$ cat src/rtl/risc_pkg.sv
// rtl/risc_pkg.sv - shared opcodes, sequencer state and width defaults
package risc_pkg;

  localparam int DEF_DATA_W = 16;
  localparam int DEF_NREG   = 8;

  localparam logic [3:0] OP_ADI = 4'b0000;
  localparam logic [3:0] OP_ADD = 4'b0001;
  localparam logic [3:0] OP_NDU = 4'b0010;
  localparam logic [3:0] OP_LHI = 4'b0011;
  localparam logic [3:0] OP_LW  = 4'b0100;
  localparam logic [3:0] OP_SW  = 4'b0101;
  localparam logic [3:0] OP_LM  = 4'b0110;
  localparam logic [3:0] OP_SM  = 4'b0111;

  typedef enum logic [0:0] {
    ST_IDLE  = 1'b0,
    ST_ISSUE = 1'b1
  } seq_state_t;

  function automatic logic is_multi(input logic [3:0] op);
    return (op == OP_LM) || (op == OP_SM);
  endfunction

endpackage

$ cat src/rtl/lm_sm_sequencer_if.sv
// rtl/lm_sm_sequencer_if.sv - decode-side request and micro-op issue signals of the LM/SM sequencer
interface lm_sm_sequencer_if import risc_pkg::*; #(
  parameter int DATA_W = DEF_DATA_W,
  parameter int NREG   = DEF_NREG
);
  localparam int IDX_W = $clog2(NREG);

  logic              instr_valid;
  logic [3:0]        opcode;
  logic [NREG-1:0]   reg_list;
  logic [DATA_W-1:0] base_val;
  logic              stall_in;

  logic              stall_fetch;
  logic              uop_valid;
  logic              uop_is_store;
  logic [IDX_W-1:0]  uop_reg;
  logic [DATA_W-1:0] uop_addr;
  logic              uop_last;
  logic              busy;

  modport master (
    output instr_valid, opcode, reg_list, base_val, stall_in,
    input  stall_fetch, uop_valid, uop_is_store, uop_reg, uop_addr, uop_last, busy
  );

  modport slave (
    input  instr_valid, opcode, reg_list, base_val, stall_in,
    output stall_fetch, uop_valid, uop_is_store, uop_reg, uop_addr, uop_last, busy
  );

endinterface

$ cat src/rtl/lsb_priority_enc.sv
// rtl/lsb_priority_enc.sv - lowest-set-bit index of a register mask plus exactly-one-bit flag
module lsb_priority_enc #(
  parameter  int NREG  = 8,
  localparam int IDX_W = $clog2(NREG)
) (
  input  logic [NREG-1:0]  i_vec,
  output logic [IDX_W-1:0] o_idx,
  output logic             o_one_hot
);

  // Scanning downward lets the lowest set bit overwrite any higher one.
  always_comb begin
    o_idx = '0;
    for (int i = NREG - 1; i >= 0; i--) begin
      if (i_vec[i]) begin
        o_idx = IDX_W'(i);
      end
    end
  end

  assign o_one_hot = (i_vec != '0) && ((i_vec & (i_vec - NREG'(1))) == '0);

endmodule

$ cat src/rtl/lm_sm_sequencer.sv
// rtl/lm_sm_sequencer.sv - expands one LM/SM instruction into per-register load/store micro-ops
module lm_sm_sequencer import risc_pkg::*; #(
  parameter int DATA_W = DEF_DATA_W,
  parameter int NREG   = DEF_NREG
) (
  input logic               clk,
  input logic               reset,
  lm_sm_sequencer_if.slave  bus
);

  localparam int IDX_W = $clog2(NREG);

  seq_state_t        r_state;
  seq_state_t        w_state_nxt;
  logic [NREG-1:0]   r_mask;
  logic [NREG-1:0]   w_mask_nxt;
  logic [DATA_W-1:0] r_addr;
  logic [DATA_W-1:0] w_addr_nxt;
  logic              r_store;
  logic              w_store_nxt;

  logic [IDX_W-1:0]  w_idx;
  logic              w_one_hot;
  logic              w_issue;
  logic              w_accept;
  logic              w_consume;

  lsb_priority_enc #(.NREG(NREG)) u_enc (
    .i_vec     (r_mask),
    .o_idx     (w_idx),
    .o_one_hot (w_one_hot)
  );

  assign w_issue   = (r_state == ST_ISSUE);
  assign w_accept  = !w_issue && bus.instr_valid && is_multi(bus.opcode)
                     && !bus.stall_in && (bus.reg_list != '0);
  assign w_consume = w_issue && !bus.stall_in;

  always_comb begin : next_state
    w_state_nxt = r_state;
    w_mask_nxt  = r_mask;
    w_addr_nxt  = r_addr;
    w_store_nxt = r_store;
    case (r_state)
      ST_IDLE: begin
        if (w_accept) begin
          w_state_nxt = ST_ISSUE;
          w_mask_nxt  = bus.reg_list;
          w_addr_nxt  = bus.base_val;
          w_store_nxt = (bus.opcode == OP_SM);
        end
      end
      ST_ISSUE: begin
        // Clearing the lowest set bit retires exactly the register just issued.
        if (w_consume) begin
          w_mask_nxt = r_mask & (r_mask - NREG'(1));
          w_addr_nxt = r_addr + DATA_W'(1);
          if (w_one_hot) begin
            w_state_nxt = ST_IDLE;
          end
        end
      end
      default: w_state_nxt = ST_IDLE;
    endcase
  end

  always_ff @(posedge clk) begin
    if (reset) begin
      r_state <= ST_IDLE;
      r_mask  <= '0;
      r_addr  <= '0;
      r_store <= 1'b0;
    end else begin
      r_state <= w_state_nxt;
      r_mask  <= w_mask_nxt;
      r_addr  <= w_addr_nxt;
      r_store <= w_store_nxt;
    end
  end

  // The address register keeps counting past the last op, so gate it to zero in IDLE.
  always_comb begin : outputs
    bus.uop_valid    = w_issue;
    bus.busy         = w_issue;
    bus.uop_is_store = w_issue & r_store;
    bus.uop_reg      = w_issue ? w_idx : '0;
    bus.uop_addr     = w_issue ? r_addr : '0;
    bus.uop_last     = w_issue & w_one_hot;
    bus.stall_fetch  = w_accept | (w_issue & !(w_one_hot & !bus.stall_in));
  end

endmodule

$ cat src/flat_wrapper.sv
// flat-port wrapper written by rule: the top's interface ports become plain ports
module lm_sm_sequencer_flat import risc_pkg::*;
#(
  parameter int DATA_W = DEF_DATA_W,
  parameter int NREG   = DEF_NREG
)
  (clk, reset, bus_instr_valid, bus_opcode, bus_reg_list, bus_base_val, bus_stall_in, bus_stall_fetch, bus_uop_valid, bus_uop_is_store, bus_uop_reg, bus_uop_addr, bus_uop_last, bus_busy);
  lm_sm_sequencer_if #(.DATA_W(DATA_W), .NREG(NREG)) bus_i ();
  input logic clk;
  input logic reset;
  input wire logic [$bits(bus_i.instr_valid)-1:0] bus_instr_valid;
  input wire logic [$bits(bus_i.opcode)-1:0] bus_opcode;
  input wire logic [$bits(bus_i.reg_list)-1:0] bus_reg_list;
  input wire logic [$bits(bus_i.base_val)-1:0] bus_base_val;
  input wire logic [$bits(bus_i.stall_in)-1:0] bus_stall_in;
  output wire logic [$bits(bus_i.stall_fetch)-1:0] bus_stall_fetch;
  output wire logic [$bits(bus_i.uop_valid)-1:0] bus_uop_valid;
  output wire logic [$bits(bus_i.uop_is_store)-1:0] bus_uop_is_store;
  output wire logic [$bits(bus_i.uop_reg)-1:0] bus_uop_reg;
  output wire logic [$bits(bus_i.uop_addr)-1:0] bus_uop_addr;
  output wire logic [$bits(bus_i.uop_last)-1:0] bus_uop_last;
  output wire logic [$bits(bus_i.busy)-1:0] bus_busy;
  assign bus_i.instr_valid = bus_instr_valid;
  assign bus_i.opcode = bus_opcode;
  assign bus_i.reg_list = bus_reg_list;
  assign bus_i.base_val = bus_base_val;
  assign bus_i.stall_in = bus_stall_in;
  assign bus_stall_fetch = bus_i.stall_fetch;
  assign bus_uop_valid = bus_i.uop_valid;
  assign bus_uop_is_store = bus_i.uop_is_store;
  assign bus_uop_reg = bus_i.uop_reg;
  assign bus_uop_addr = bus_i.uop_addr;
  assign bus_uop_last = bus_i.uop_last;
  assign bus_busy = bus_i.busy;
  lm_sm_sequencer #(.DATA_W(DATA_W), .NREG(NREG)) u_core (.clk(clk), .reset(reset), .bus(bus_i));
endmodule
$ cat config.mk
export PLATFORM = sky130hd
export DESIGN_NAME = lm_sm_sequencer_flat
export DESIGN_NICKNAME = d
export VERILOG_FILES = /design/src/rtl/risc_pkg.sv /design/src/rtl/lm_sm_sequencer_if.sv /design/src/rtl/lsb_priority_enc.sv /design/src/rtl/lm_sm_sequencer.sv /design/src/flat_wrapper.sv
export SDC_FILE = /design/constraint.sdc
export NUM_CORES = 1
export LEC_CHECK = 0
export CAP_MARGIN = 20
export CORE_MARGIN = 2
export CORE_UTILIZATION = 40
export CTS_CLUSTER_SIZE = 10
export DETAILED_ROUTE_END_ITERATION = 16
export GPL_ROUTABILITY_DRIVEN = 0
export HOLD_SLACK_MARGIN = 0.1
export PLACE_DENSITY = 0.81
export SLEW_MARGIN = 20
export SYNTH_ARGS = -nofsm -noshare
export SYNTH_HDL_FRONTEND = slang
export SYNTH_HIERARCHICAL = 1
export SYNTH_SLANG_ARGS = --single-unit
$ cat constraint.sdc
create_clock -name clk -period 5.1 [get_ports clk]
set_input_delay 1.02 -clock clk [delete_from_list [all_inputs] [get_ports clk]]
set_output_delay 1.02 -clock clk [all_outputs]
set_load 0.005 [all_outputs]
==> results_dict.tcl <==
set metrics [dict create \
    status "complete, no violations" \
    hold_class "reg2reg" \
    holdWs_ps 454 \
    htreeDepth 1 \
    cpMostUsedCell "clkdlybuf4s50_1" \
    synthDistinctLibCells 50 \
    port_buffers 55 \
    start_util_pct 41.2 \
    worstPathRequired_ps 4080 \
    max-cap-violations 0 \
    die_h_um 70.5 \
    synth_nets 269 \
    fin_nets 317 \
    first_iter_violations 131 \
    yosysSeqAreaShare_pct 29.4 \
    coreArea_um2 4290 \
    cts_made_buffers 3 \
    final_core_util_pct 55.6 \
    die_w_um 70.5 \
    crit_arrival_ps 2930 \
    grt_pass1_vias 1746 \
    seq_area_um2 520 \
    skew_ps 1.33 \
    synth_seq_cells 26 \
    routedWlPerCell_um 14.0 \
    netlist_area_um2 1770 \
    async_flop_share_pct 0 \
    ioPinCount 56 \
    vias 1877 \
    final_hold_viol_count 0 \
    dpl_worst_slack_ps 1140 \
    antenna_found_initial 0 \
    crit_chain "clkdlybuf4s50_1 -> nand3b_4 -> a2111oi_4 -> nor2_1 -> a21oi_1 -> clkdlybuf4s50_1" \
    grt_pass1_wl_mm 7.82 \
    synth-edff-count 0 \
    drt_pass1_iterations 4 \
    timing.final.crit_share_pct 77.5 \
    multiInputGateArea_um2 1140 \
    cts_tree "done" \
    cts.reportedPaths.clkPinSlew_ps 90 \
    path_class "in2out" \
    ys.flop_type "dfxtp_1" \
    overflow 0 \
    synth_top_area_cell "dfxtp_1" \
    post-route-drc-count 0 \
    cpMaxStageDelayCell "clkdlybuf4s50_1" \
    core.rowCount 24 \
    peakVddDrop_mv 0.161 \
    cts_hold_buffers 0 \
    clock_latency_ps 270 \
    fillCellCount 414 \
    yosys_warnings 6 \
    ctsLongestPathBuffers 2 \
    cp-end-kind "output port" \
    timing.fmax_ghz 0.253 \
    postLayoutSetupSlackWorst_ps 1150 \
    area_delta_synth_final_pct 34.9 \
    syn_inst 236 \
    dp_hpwl_mm 3.27 \
    power_density_nw_per_um2 171 \
    syn_area_per_cell_um2 7.50 \
    ant_nets 0 \
    tightestPinTransition_ps 1070 \
    cts_resized 0 \
    grt_max_degree 35 \
    p_leak_uw 0.000790 \
    cts_setup_buffers 0 \
    worst-path-max-fanout 8 \
    routed_wl_mm 4.69 \
    root_buffer "clkbuf_8" \
    synthTopCellsByArea "dfxtp_1 (29%), a21oi_1 (8.8%), and2_1 (6.7%)" \
    total_power_uw 408 \
    clock_sinks 26 \
    slew_headroom_pct 28.5 \
    setup_viol 0 \
    startpoint_type "input port" \
    antenna_cells 0 \
    finalSetupTns_ps 0 \
    grt.total_usage_pct 18.9 \
    viasPerCell 5.60 \
    yosysTopAreaCellShare_pct 29.4 \
    die_area_um2 4970 \
    grt_setup_unrepaired "no" \
    drive_gt1_share_pct 6.01 \
    cpPeakStageDelay_ps 520 \
    slew_violations 0 \
    period_minus_slack_ps 3950 \
]
-- layer usage --
layer / wire length, um / track usage [%] / part of all wire [%]
met2: 2240 / 32.6 / 48
met3: 369 / 3.99 / 7.9
met4: 24 / 2.52 / 0.51
met1: 2050 / 25.1 / 44
met5: 0 / 0 / 0
-- cells in the mapped netlist (all sizes together) (3+ instances only) --
cell type  count
buf            5
dfxtp         26
inv           12
or4            3
nand2         16
a21oi         31
nor4           6
o21ai         17
and2          19
nor2b          6
o211ai         3
clkbuf         8
nor2          20
a211oi         4
nand3          8
nand4          3
nand2b         5
nor3          11
-- cell type report --
cell class | instances | share of cell area, %
multi-input combinational | 185 | 47.9
timing repair buffer | 56 | 23.4
sequential | 26 | 21.8
tap | 52 | 2.72
clock buffer | 4 | 2.30
inverter | 12 | 1.89
-- cell families (layout without fill, tap and decap cells) --
group | Yosys count | count (layout) | synth area share (%)
xor+xnor | 2 | 2 | 0.990
mux | 1 | 1 | 0.565
compound gates | 76 | 76 | 29.0
simple gates | 104 | 104 | 32.9
fa+ha+maj | 2 | 2 | 1.27
buf+inv | 25 | 72 | 5.94
flops | 26 | 26 | 29.4
-- stage by stage --
| step | area (um2) | cells |
|---|---|---|
| detailed placement | 2330 | 331 |
| floorplan | 1770 | 236 |
| CTS | 2390 | 335 |
| global placement | 2330 | 331 |
| finish | 2390 | 335 |
| global route | 2390 | 335 |
-- worst max-delay path, delay by kind of cell --
family          cells  cell delay (ps)
buf+inv             2             1040
compound gates      2              670
simple gates        2              210
-- registers in the layout, indices dropped and copies added, names as in the netlist --
| register | cells |
|---|---|
| u_core/r_addr | 16 |
| u_core/r_store | 1 |
| u_core/bus.busy | 1 |
| u_core/r_mask | 8 |
-- where the power goes --
| part | total [uW] | internal [uW] | switching [uW] | leakage [uW] |
|---|---|---|---|---|
| Clock | 136 | 69.1 | 66.7 | 0.0000288 |
| Combinational | 60.6 | 35.9 | 24.7 | 0.000551 |
| Sequential | 212 | 207 | 5.30 | 0.000210 |
| Total | 408 | 312 | 96.7 | 0.000790 |
-- placed cells by master (no fill, tap or decap), types with 2 or more instances in the layout --
cell | netlist | routed
clkbuf_8 | 0 | 4
a221oi_1 | 2 | 2
nor2_1 | 19 | 19
inv_1 | 12 | 12
nor2b_1 | 6 | 6
dfxtp_1 | 26 | 26
a211oi_1 | 4 | 4
and2_1 | 19 | 19
nand2b_1 | 4 | 4
a21oi_1 | 31 | 31
a22oi_1 | 2 | 2
or4_4 | 3 | 3
o21ai_1 | 13 | 13
o311ai_0 | 2 | 2
nand4_1 | 3 | 3
o211ai_1 | 2 | 2
clkdlybuf4s50_1 | 0 | 55
o21ai_0 | 4 | 4
a2111oi_4 | 2 | 2
nand2_1 | 16 | 16
nor4_1 | 6 | 6
or2_2 | 2 | 2
o2bb2ai_1 | 2 | 2
nor3_1 | 11 | 11
nand3_1 | 8 | 8
-- worst paths after layout --
check / from / end / slack [ps] / cells past startpoint
min: u_core/r_store / u_core/r_store / 450 / 2
min reg2reg: u_core/r_store / u_core/r_store / 450 / 2
max: bus_opcode[2] / bus_stall_fetch / 1150 / 6
max reg2reg: u_core/bus.busy / u_core/r_addr[6] / 2890 / 5
(Power assumes the default switching activity.)
